$ cat src/rtl/rram_adc_accumulator.sv
// rram_adc_accumulator
//
// Bit-serial MAC back end for the RRAM core. Each accepted input beat is one
// bit-slice of the input vector, carrying one ADC code per column. Slices
// arrive LSB first, and each code is weighted by 2^slice before it is added
// to that column's running sum. After INPUT_BITS slices, the column sums are
// streamed out one column per beat over a valid/ready interface. The sums are
// then cleared and the block returns to accepting slices.
//
// Ports
//   CLK        in   single clock
//   RESET_N    in   asynchronous active-low reset
//   IN_VALID   in   slice valid from the core
//   IN_READY   out  slice can be accepted (ACCUM only)
//   ADCout     in   NUM_ADCS x ADC_W column codes, sampled on accept
//   RES_VALID  out  result beat valid (DRAIN only)
//   RES_READY  in   downstream accepts the result beat
//   RES_DATA   out  accumulated sum of column RES_COL
//   RES_COL    out  column index of the current beat
//   RES_LAST   out  high on the beat for the last column
//   BUSY       out  a frame is partially accumulated or being drained
//
// state | meaning
// ------+---------------------------------------------------------------
// ACCUM | accepting slices; shift-add into every column in parallel
// DRAIN | presenting acc[col] one column per handshake; no slice accept

module rram_adc_accumulator #(
    parameter int NUM_ADCS   = 32,
    parameter int ADC_W      = 4,
    parameter int INPUT_BITS = 8,
    localparam int ACC_W     = ADC_W + INPUT_BITS,
    localparam int COL_W     = $clog2(NUM_ADCS)
) (
    input  logic             CLK,
    input  logic             RESET_N,
    input  logic             IN_VALID,
    output logic             IN_READY,
    input  logic [ADC_W-1:0] ADCout [NUM_ADCS],
    output logic             RES_VALID,
    input  logic             RES_READY,
    output logic [ACC_W-1:0] RES_DATA,
    output logic [COL_W-1:0] RES_COL,
    output logic             RES_LAST,
    output logic             BUSY
);

    // Slice counter must hold 0..INPUT_BITS-1; keep it at least one bit wide
    // so INPUT_BITS=1 still elaborates.
    localparam int SC_W = (INPUT_BITS > 1) ? $clog2(INPUT_BITS) : 1;
    localparam logic [SC_W-1:0]  LAST_SLICE = SC_W'(INPUT_BITS - 1);
    localparam logic [COL_W-1:0] LAST_COL   = COL_W'(NUM_ADCS - 1);

    typedef enum logic {
        ST_ACCUM = 1'b0,
        ST_DRAIN = 1'b1
    } state_t;

    state_t           state_q, state_d;
    logic [SC_W-1:0]  slice_q, slice_d;
    logic [COL_W-1:0] col_q,   col_d;
    logic [ACC_W-1:0] acc_q [NUM_ADCS];
    logic [ACC_W-1:0] acc_d [NUM_ADCS];

    logic in_ready;
    logic res_valid;

    always_comb begin
        state_d   = state_q;
        slice_d   = slice_q;
        col_d     = col_q;
        acc_d     = acc_q;
        in_ready  = 1'b0;
        res_valid = 1'b0;

        case (state_q)
            ST_ACCUM: begin
                in_ready = 1'b1;
                if (IN_VALID) begin
                    // Zero-extend before shifting: the widest term is
                    // (2^ADC_W-1) << (INPUT_BITS-1), and the full sum still
                    // fits in ACC_W, so no bits are ever dropped.
                    for (int i = 0; i < NUM_ADCS; i++) begin
                        acc_d[i] = acc_q[i] + (ACC_W'(ADCout[i]) << slice_q);
                    end
                    if (slice_q == LAST_SLICE) begin
                        slice_d = '0;
                        col_d   = '0;
                        state_d = ST_DRAIN;
                    end else begin
                        slice_d = slice_q + SC_W'(1);
                    end
                end
            end

            ST_DRAIN: begin
                res_valid = 1'b1;
                if (RES_READY) begin
                    if (col_q == LAST_COL) begin
                        for (int i = 0; i < NUM_ADCS; i++) begin
                            acc_d[i] = '0;
                        end
                        col_d   = '0;
                        state_d = ST_ACCUM;
                    end else begin
                        col_d = col_q + COL_W'(1);
                    end
                end
            end

            default: begin
                state_d = ST_ACCUM;
            end
        endcase
    end

    always_ff @(posedge CLK or negedge RESET_N) begin
        if (!RESET_N) begin
            state_q <= ST_ACCUM;
            slice_q <= '0;
            col_q   <= '0;
            for (int i = 0; i < NUM_ADCS; i++) begin
                acc_q[i] <= '0;
            end
        end else begin
            state_q <= state_d;
            slice_q <= slice_d;
            col_q   <= col_d;
            for (int i = 0; i < NUM_ADCS; i++) begin
                acc_q[i] <= acc_d[i];
            end
        end
    end

    // Result beat is a register-fed mux; col_q only moves on a handshake, so
    // the beat stays stable under backpressure. Outside DRAIN, force zero so
    // partial sums never leak onto the result bus.
    assign IN_READY  = in_ready;
    assign RES_VALID = res_valid;
    assign RES_DATA  = (state_q == ST_DRAIN) ? acc_q[col_q] : '0;
    assign RES_COL   = (state_q == ST_DRAIN) ? col_q : '0;
    assign RES_LAST  = (state_q == ST_DRAIN) && (col_q == LAST_COL);
    assign BUSY      = (state_q == ST_DRAIN) || (slice_q != '0);

endmodule

$ cat config.mk
export PLATFORM = sky130hd
export DESIGN_NAME = rram_adc_accumulator
export DESIGN_NICKNAME = d
export VERILOG_FILES = /design/src/rtl/rram_adc_accumulator.sv
export SDC_FILE = /design/constraint.sdc
export NUM_CORES = 2
export LEC_CHECK = 0
export CORE_UTILIZATION = 63
export DETAILED_ROUTE_END_ITERATION = 7
export DONT_BUFFER_PORTS = 1
export HOLD_SLACK_MARGIN = 0.12
export PLACE_DENSITY = 0.83
export SETUP_SLACK_MARGIN = 0.05
export SLEW_MARGIN = 20
export SYNTH_ARGS = -nofsm -noshare
export SYNTH_HDL_FRONTEND = slang
export SYNTH_SLANG_ARGS = --single-unit
$ cat constraint.sdc
create_clock -name CLK -period 3.88 [get_ports CLK]
set_input_delay 0.194 -clock CLK [delete_from_list [all_inputs] [get_ports CLK]]
set_output_delay 0.194 -clock CLK [all_outputs]
set_load 0.05 [all_outputs]
======== Word level (Yosys, flattened, before mapping) ========
Cells that the tools add are included.
Widths: inputs -> output; s select.
word-level totals
  logic and storage cells ................. 138
  flip-flop bits (word level) ............. 393
  input port bits ......................... 132
  output and inout port bits .............. 21
cells by class
  order comparisons ....................... 1
  equality and inequality tests ........... 6
  shift operators ......................... 32
  multiplexer cells ....................... 22
  reduce and logical (&&, ||, !) cells .... 6
  add/subtract/negate cells ............... 34
  bitwise operators ....................... 2
operators by type and width
  operator             count
  $mux 384             3
  $pmux 384 s2         1
  $add 12x12->12       32
  $shl 4x3->12         32
  $bmux 12 s5          1
  $mux 12              3
  $mux 5               5
  $pmux 5 s2           1
  $ge 6x6->1 const B   1
  $mux 1               6
  $ne 2x2->1 const B   3
  $not 5->6            1
  $reduce_and 3->1     2
  $add 5x1->5 const B  1
  $eq 5x5->1 const B   1
  $add 3x1->3 const B  1
  $eq 3x3->1 const B   1
  $mux 3               1
  $reduce_bool 3->1    1
  $ne 2x1->1 const B   1
  $pmux 1 s2           1
  $reduce_and 2->1     1
  $logic_and 1x1->1    1
  $logic_or 1x1->1     1
  $not 1->1            1

======== Logic depth before layout (Yosys ltp) ========
  word-level depth ........................ 5
  depth in mapped cells ................... 16
  gate-level depth less buffers ........... 13

======== Least setup slack after synthesis ========
No wires, ideal clock.
  kind .................................... flip-flop to flip-flop
  from .................................... register slice_q[0]
  to ...................................... register acc_q[382] in the netlist's numbering
  setup slack ............................. 823 ps
  cell stages (with the launch flop) ...... 14
  clock period less this slack ............ 3057 ps
  data arrival time ....................... 2936 ps
  cell sequence ........................... dfrtp_1 clkbuf_1 buf_2 nor2_1 clkbuf_1 and2_1 ha_1 fa_1 a21oi_1 o21ai_1 a21oi_1 a21oi_1 or3_1 a32o_1
between the ends
  longest elaborated chain between the ends .. 4
ends and longest elaborated chain
  element                          RTL line  text
  from (decl)                      60        logic [SC_W-1:0] slice_q, slice_d;
  from (signal assigned)           127       slice_q <= slice_d;
  $shl 4x3->12                     84        acc_d[i] = acc_q[i] + (ACC_W'(ADCout[i]) << slice_q);
  $add 12x12->12                   84
  $mux 384                         79        if (IN_VALID) begin
  $pmux 384 s2                     76        case (state_q)
  to (signal, indexed assignment)  130       acc_q[i] <= acc_d[i];
  to (decl)                        62        logic [ACC_W-1:0] acc_q [NUM_ADCS];
Every way passes these cells. The select of a mux whose other input is x is not followed.
A chain may end at the register's enable or synchronous reset.

======== Final worst setup path ========
  from .................................... register col_q[0]
  to ...................................... output RES_DATA[0]
between the ends
  longest elaborated chain between the ends .. 5
ends and longest elaborated chain
  element                                     RTL line  text
  from (decl)                                 61        logic [COL_W-1:0] col_q, col_d;
  from (signal assigned)                      128       col_q <= col_d;
  $not 5->6 (implied by the code)             140       assign RES_DATA = (state_q == ST_DRAIN) ? acc_q[col_q] : '0;
  $bmux 12 s5                                 140
  $mux 12 (implied by the code) (2 in a row)  140
  $mux 12                                     140
  to (decl)                                   42        output logic [ACC_W-1:0] RES_DATA,
Every way passes these cells. The select of a mux whose other input is x is not followed.

==> flow_results.org <==
** Power and ir drop
- Of the total power, the clock network draws 0.127.
- Combinational Power Share :: 0.664
- Internal Power :: 19600 uW
- Of the total power, the share spent switching nets is 0.501.
- LEAKAGE :: 0.0180 uW
- Total power density per cell area :: 995 nW/um^2
- VDD sags by at most 0.722 mV.
- Fraction of power consumed by sequential logic :: 0.210
- For this design the total switching power over the nets is 19700 uW.

** Cells and area
- Leaving out fill and tap cells, the most frequent cells in the layout are sky130_fd_sc_hd__nand2_1 (573), sky130_fd_sc_hd__dfrtp_1 (388), sky130_fd_sc_hd__ha_1 (357), sky130_fd_sc_hd__o21ai_0 (332), sky130_fd_sc_hd__nor2_1 (251).
- At the end of the flow, the number of nets in the layout was 4694.
- The area growth from synthesis to layout is 8.21%.
- Proportion of layout cells with a drive suffix above 1 :: 0.0710
- The filler cells instantiated in the layout total 4444.
- Leaving out fill and tap cells, the most frequent cell in the layout is sky130_fd_sc_hd__nand2_1.

** Route
- Wire length after detailed routing :: 120000 um
- In the detailed route, the total length drawn on met3 is 15400 um.
- Highest metal layer used by the detailed router :: met5
- Vias per std cell :: 6.90
- Met2 routed WL :: 51800 um
- Routed WL per cell :: 24.2 um
- First-pass iteration count of the detailed router :: 7
- Remaining design rule violation count :: 0
- Count of antenna-violating nets left after detailed routing :: 0
- Vias after detailed routing :: 34300
- For this block, the initial DRC count from the detailed router was 4242.
- After detailed routing, the wire length on met1 is 45600 um.

** Clock network
- Cell at the root of the clock tree :: sky130_fd_sc_hd__clkbuf_16
- Total number of H-tree levels :: 2
- In this run the deepest clock path goes through 3 buffers.
- Buffers inserted to repair hold after CTS numbered 50.
- Clock-pin slew was measured on the worst setup and hold paths at 0.06 ns.
- Clock buffers created by TritonCTS :: 49
- Counting every sink on the clock net gives 393.
- At the later pin of the worst-skew pair, clock insertion delay measures 0.63 ns.
- Clock tree from TritonCTS :: done
- Once the clock tree was built, the resizer swapped 0 gates to a different size.

** Global route
- Wire length of the first global-routing pass :: 187000 um
- Entering global routing, the biggest net connects 394 pins.
- For this run the aggregate overflow at the end of global routing stands at 0.
- The number of antenna violations at the first check in global routing came to 3.
- Number of global-route vias before repair :: 33000
- In the global route stage, overall resource usage came out at 0.404.

** Timing
- Slew at the pin with the worst max-slew slack :: 1.40 ns
- Hold Slack :: -0.717 ns
- The total count of hold-check failures in the final report is 393.
- Clock Skew :: 0.0355 ns
- Setup repair after global routing left no endpoint under its margin.
- For this run, the top clock speed supported by timing is 267 MHz.
- Final period demand of the worst path :: 3.74 ns
- Worst-case headroom to the max-slew limit :: 0.0691
- Number of endpoints failing setup at the final stage :: 0
- Sum Neg Setup Slack :: 0 ns
- Part of the cycle the worst path needs :: 0.964
- Total count of max-transition violations in the final report :: 0

** Die
- Die outline width :: 243 um
- In this run the core area contains 87 standard-cell rows.
- Top-Level Pins :: 153
- Initial standard-cell utilization of the core :: 0.643
- The region available for standard cell placement spans 56800 um^2.
- The die covers 58900 um^2.
- Die Y-Extent :: 243 um

** Setup path
- Reg-to-reg slack, setup :: 0.32 ns
- Worst reg2reg endpoint :: acc_q[382]
- Maximum fanout along the worst path :: 22
- At the worst endpoint, the required time is 3.69 ns.
- Endpoint kind of the worst setup timing path :: primary output
- On the worst path, the slowest cell contributes a delay of 0.82 ns.
- Slowest cell on crit path :: sky130_fd_sc_hd__dfrtp_4
- CP Launch Type :: flop
- Crit path launch :: col_q[0]
- Walking the worst path, the cells encountered are buf_4, mux4_2, a221oi_1, o22ai_1, buf_4.
- Number of cells traversed by the worst register-to-register path :: 12
- Among cell families on the critical path, the largest total delay comes from compound AO/OA/AOI/OAI gates.
- Launch instance of the worst register-to-register path :: slice_q[2]
- By instance count, the cell type seen most on the critical path is sky130_fd_sc_hd__buf_4.
- Endpoint arrival time on the critical path :: 3.55 ns
- Together, buffers and inverters on the worst path number 2.
- By startpoint and endpoint, the worst setup path is classified as flop to primary output.

** Flow run
- Max Cap Violations :: 0

** Synthesis
- Synth warnings :: 0
- After technology mapping, the gate count stands at 4239.
- Sequential-to-total area share from yosys stat :: 0.269
- In this run, distinct cell masters in the synthesized netlist total 58.
- Counting flops with a built-in enable in the synthesized netlist gives 0.
- Number of flip-flops and latches in the synthesized netlist :: 393
- Mapped Nets :: 4760
- Syn Area/Cell :: 8.61 um^2
- Share of flip-flops with an asynchronous set or reset :: 1.00
- Mapped cell area :: 36500 um^2
- Most used flip-flop cell after synthesis :: sky130_fd_sc_hd__dfrtp_1

** Worst hold path
- The min-delay analysis places its worst path in the category input port to async pin.

** Placed design
- Final estimated routing congestion in global placement :: 1.01
- Detailed placement finished with a half-perimeter wire length of 82200 um.
- Port buffering added 0 buffers.

** Status
- The checks that failed: hold timing.
- Outcome :: finished, violations left
==> per-layer routing <==
metal	vias up	global-route usage
li1	15400	-
met1	16300	0.522
met2	2102	0.607
met3	503	0.121
met4	2	0.222
met5	-	0
==> cell usage after synthesis (5+ instances only) <==
cell type	count	area [um^2]
sky130_fd_sc_hd__nand2_1	577	2170
sky130_fd_sc_hd__dfrtp_1	393	9830
sky130_fd_sc_hd__ha_1	357	4470
sky130_fd_sc_hd__o21ai_0	332	1660
sky130_fd_sc_hd__nor2_1	258	968
sky130_fd_sc_hd__a21oi_1	201	1010
sky130_fd_sc_hd__o21ai_1	182	911
sky130_fd_sc_hd__clkbuf_1	175	657
sky130_fd_sc_hd__xor2_1	164	1440
sky130_fd_sc_hd__mux2i_1	160	1600
sky130_fd_sc_hd__nand3_1	160	801
sky130_fd_sc_hd__inv_1	104	390
sky130_fd_sc_hd__a22o_1	92	806
sky130_fd_sc_hd__xnor2_1	92	806
sky130_fd_sc_hd__mux4_2	80	1800
sky130_fd_sc_hd__nor2b_1	71	444
sky130_fd_sc_hd__and2_1	70	438
sky130_fd_sc_hd__a21o_1	64	480
sky130_fd_sc_hd__nand4_1	59	369
sky130_fd_sc_hd__a31oi_1	57	357
sky130_fd_sc_hd__o22ai_1	50	313
sky130_fd_sc_hd__buf_2	49	245
sky130_fd_sc_hd__nand4b_1	46	403
sky130_fd_sc_hd__and3_1	40	250
sky130_fd_sc_hd__nand2b_1	40	250
sky130_fd_sc_hd__or3_1	38	238
sky130_fd_sc_hd__o211ai_1	36	270
sky130_fd_sc_hd__o21a_1	35	263
sky130_fd_sc_hd__nor3_1	34	170
sky130_fd_sc_hd__fa_1	32	641
sky130_fd_sc_hd__o31a_1	30	263
sky130_fd_sc_hd__nand3b_1	24	180
sky130_fd_sc_hd__a221oi_1	17	149
sky130_fd_sc_hd__o41ai_2	17	277
sky130_fd_sc_hd__mux4_1	16	420
sky130_fd_sc_hd__buf_1	15	56.3
sky130_fd_sc_hd__a221oi_2	11	165
sky130_fd_sc_hd__o2bb2ai_1	9	78.8
sky130_fd_sc_hd__o41ai_1	8	70.1
sky130_fd_sc_hd__buf_6	6	67.6
sky130_fd_sc_hd__a211oi_1	5	37.5
sky130_fd_sc_hd__o21bai_1	5	37.5
sky130_fd_sc_hd__or2_1	5	31.3
==> cell type report <==
type / count / area (um^2) / share of cell area
Clock buffer: 74 / 1500 / 0.0380
Antenna cell: 1 / 2.50 / 0.0000633
Tap cell: 756 / 946 / 0.0239
Clock inverter: 17 / 216 / 0.00548
Inverter: 106 / 400 / 0.0101
Multi-Input combinational cell: 3491 / 25300 / 0.640
Sequential cell: 393 / 9850 / 0.249
Timing Repair Buffer: 132 / 1320 / 0.0333
==> power groups by stage <==
stage / clock network, uW / logic [uW] / registers, uW
after floorplan: 0 / 19500 / 7080
after global placement: 0 / 24400 / 8120
after detailed placement: 0 / 25000 / 8180
after CTS: 4980 / 25300 / 8150
after global routing: 5130 / 28200 / 8380
final: 4990 / 26100 / 8240
==> worst register-to-register path, stage by stage (launching register included) <==
cell and delay, ns:
sky130_fd_sc_hd__dfrtp_4 0.51, sky130_fd_sc_hd__inv_4 0.10, sky130_fd_sc_hd__nand2_2 0.08, sky130_fd_sc_hd__nor2_4 0.70
sky130_fd_sc_hd__buf_4 0.47, sky130_fd_sc_hd__a22o_1 0.21, sky130_fd_sc_hd__ha_1 0.28, sky130_fd_sc_hd__nor3_1 0.21
sky130_fd_sc_hd__nor2_1 0.07, sky130_fd_sc_hd__o21ai_0 0.16, sky130_fd_sc_hd__a21oi_1 0.07, sky130_fd_sc_hd__or3_1 0.33
sky130_fd_sc_hd__a32o_1 0.26
==> how the worst max path moves through the flow <==
stage	endpoint	slack, ns	cells past startpoint
2_1_floorplan	acc_q[382]	0.82	13
3_3_place_gp	acc_q[382]	0.54	12
3_5_place_dp	acc_q[382]	0.48	12
4_1_cts	RES_DATA[0]	0.06	5
5_1_grt	RES_DATA[0]	0.1	5
6_report	RES_DATA[0]	0.14	5
==> state kept, by name (all words and copies together) (netlist names) <==
name     count
slice_q      3
acc_q      384
state_q      1
col_q        5
==> timing repair <==
item | 4_1_cts | 5_1_grt
setup endpoints to repair | 0 | 6
hold endpoints to repair | 456 | 393
setup buffers | 0 | 1
==> stage by stage <==
step | instance area, um^2 | total power, uW | std cells | util | setup slack (ns)
global route | 39500 | 41800 | 4969 | 0.695 | 0.0988
global placement | 37300 | 32500 | 4827 | 0.656 | 0.543
CTS | 39500 | 38400 | 4968 | 0.695 | 0.0627
floorplan | 36500 | 26600 | 4239 | - | 0.823
finish | 39500 | 39300 | 4970 | 0.695 | 0.141
detailed placement | 37300 | 33200 | 4827 | 0.656 | 0.481
==> cell families (layout without fill, tap and decap cells) <==
family | count (synthesis) | in the layout | share of synthesized area
muxes | 256 | 256 | 0.105
and+or+nand+nor | 1424 | 1424 | 0.184
AOI/OAI and AO/OA | 1166 | 1166 | 0.199
DFF | 393 | 393 | 0.269
xor gates and xnor gates | 256 | 256 | 0.0614
other | 0 | 1 | 0
adders and majority gates | 389 | 389 | 0.140
buffers and inverters | 355 | 329 | 0.0411
(Power assumes the default switching activity.)
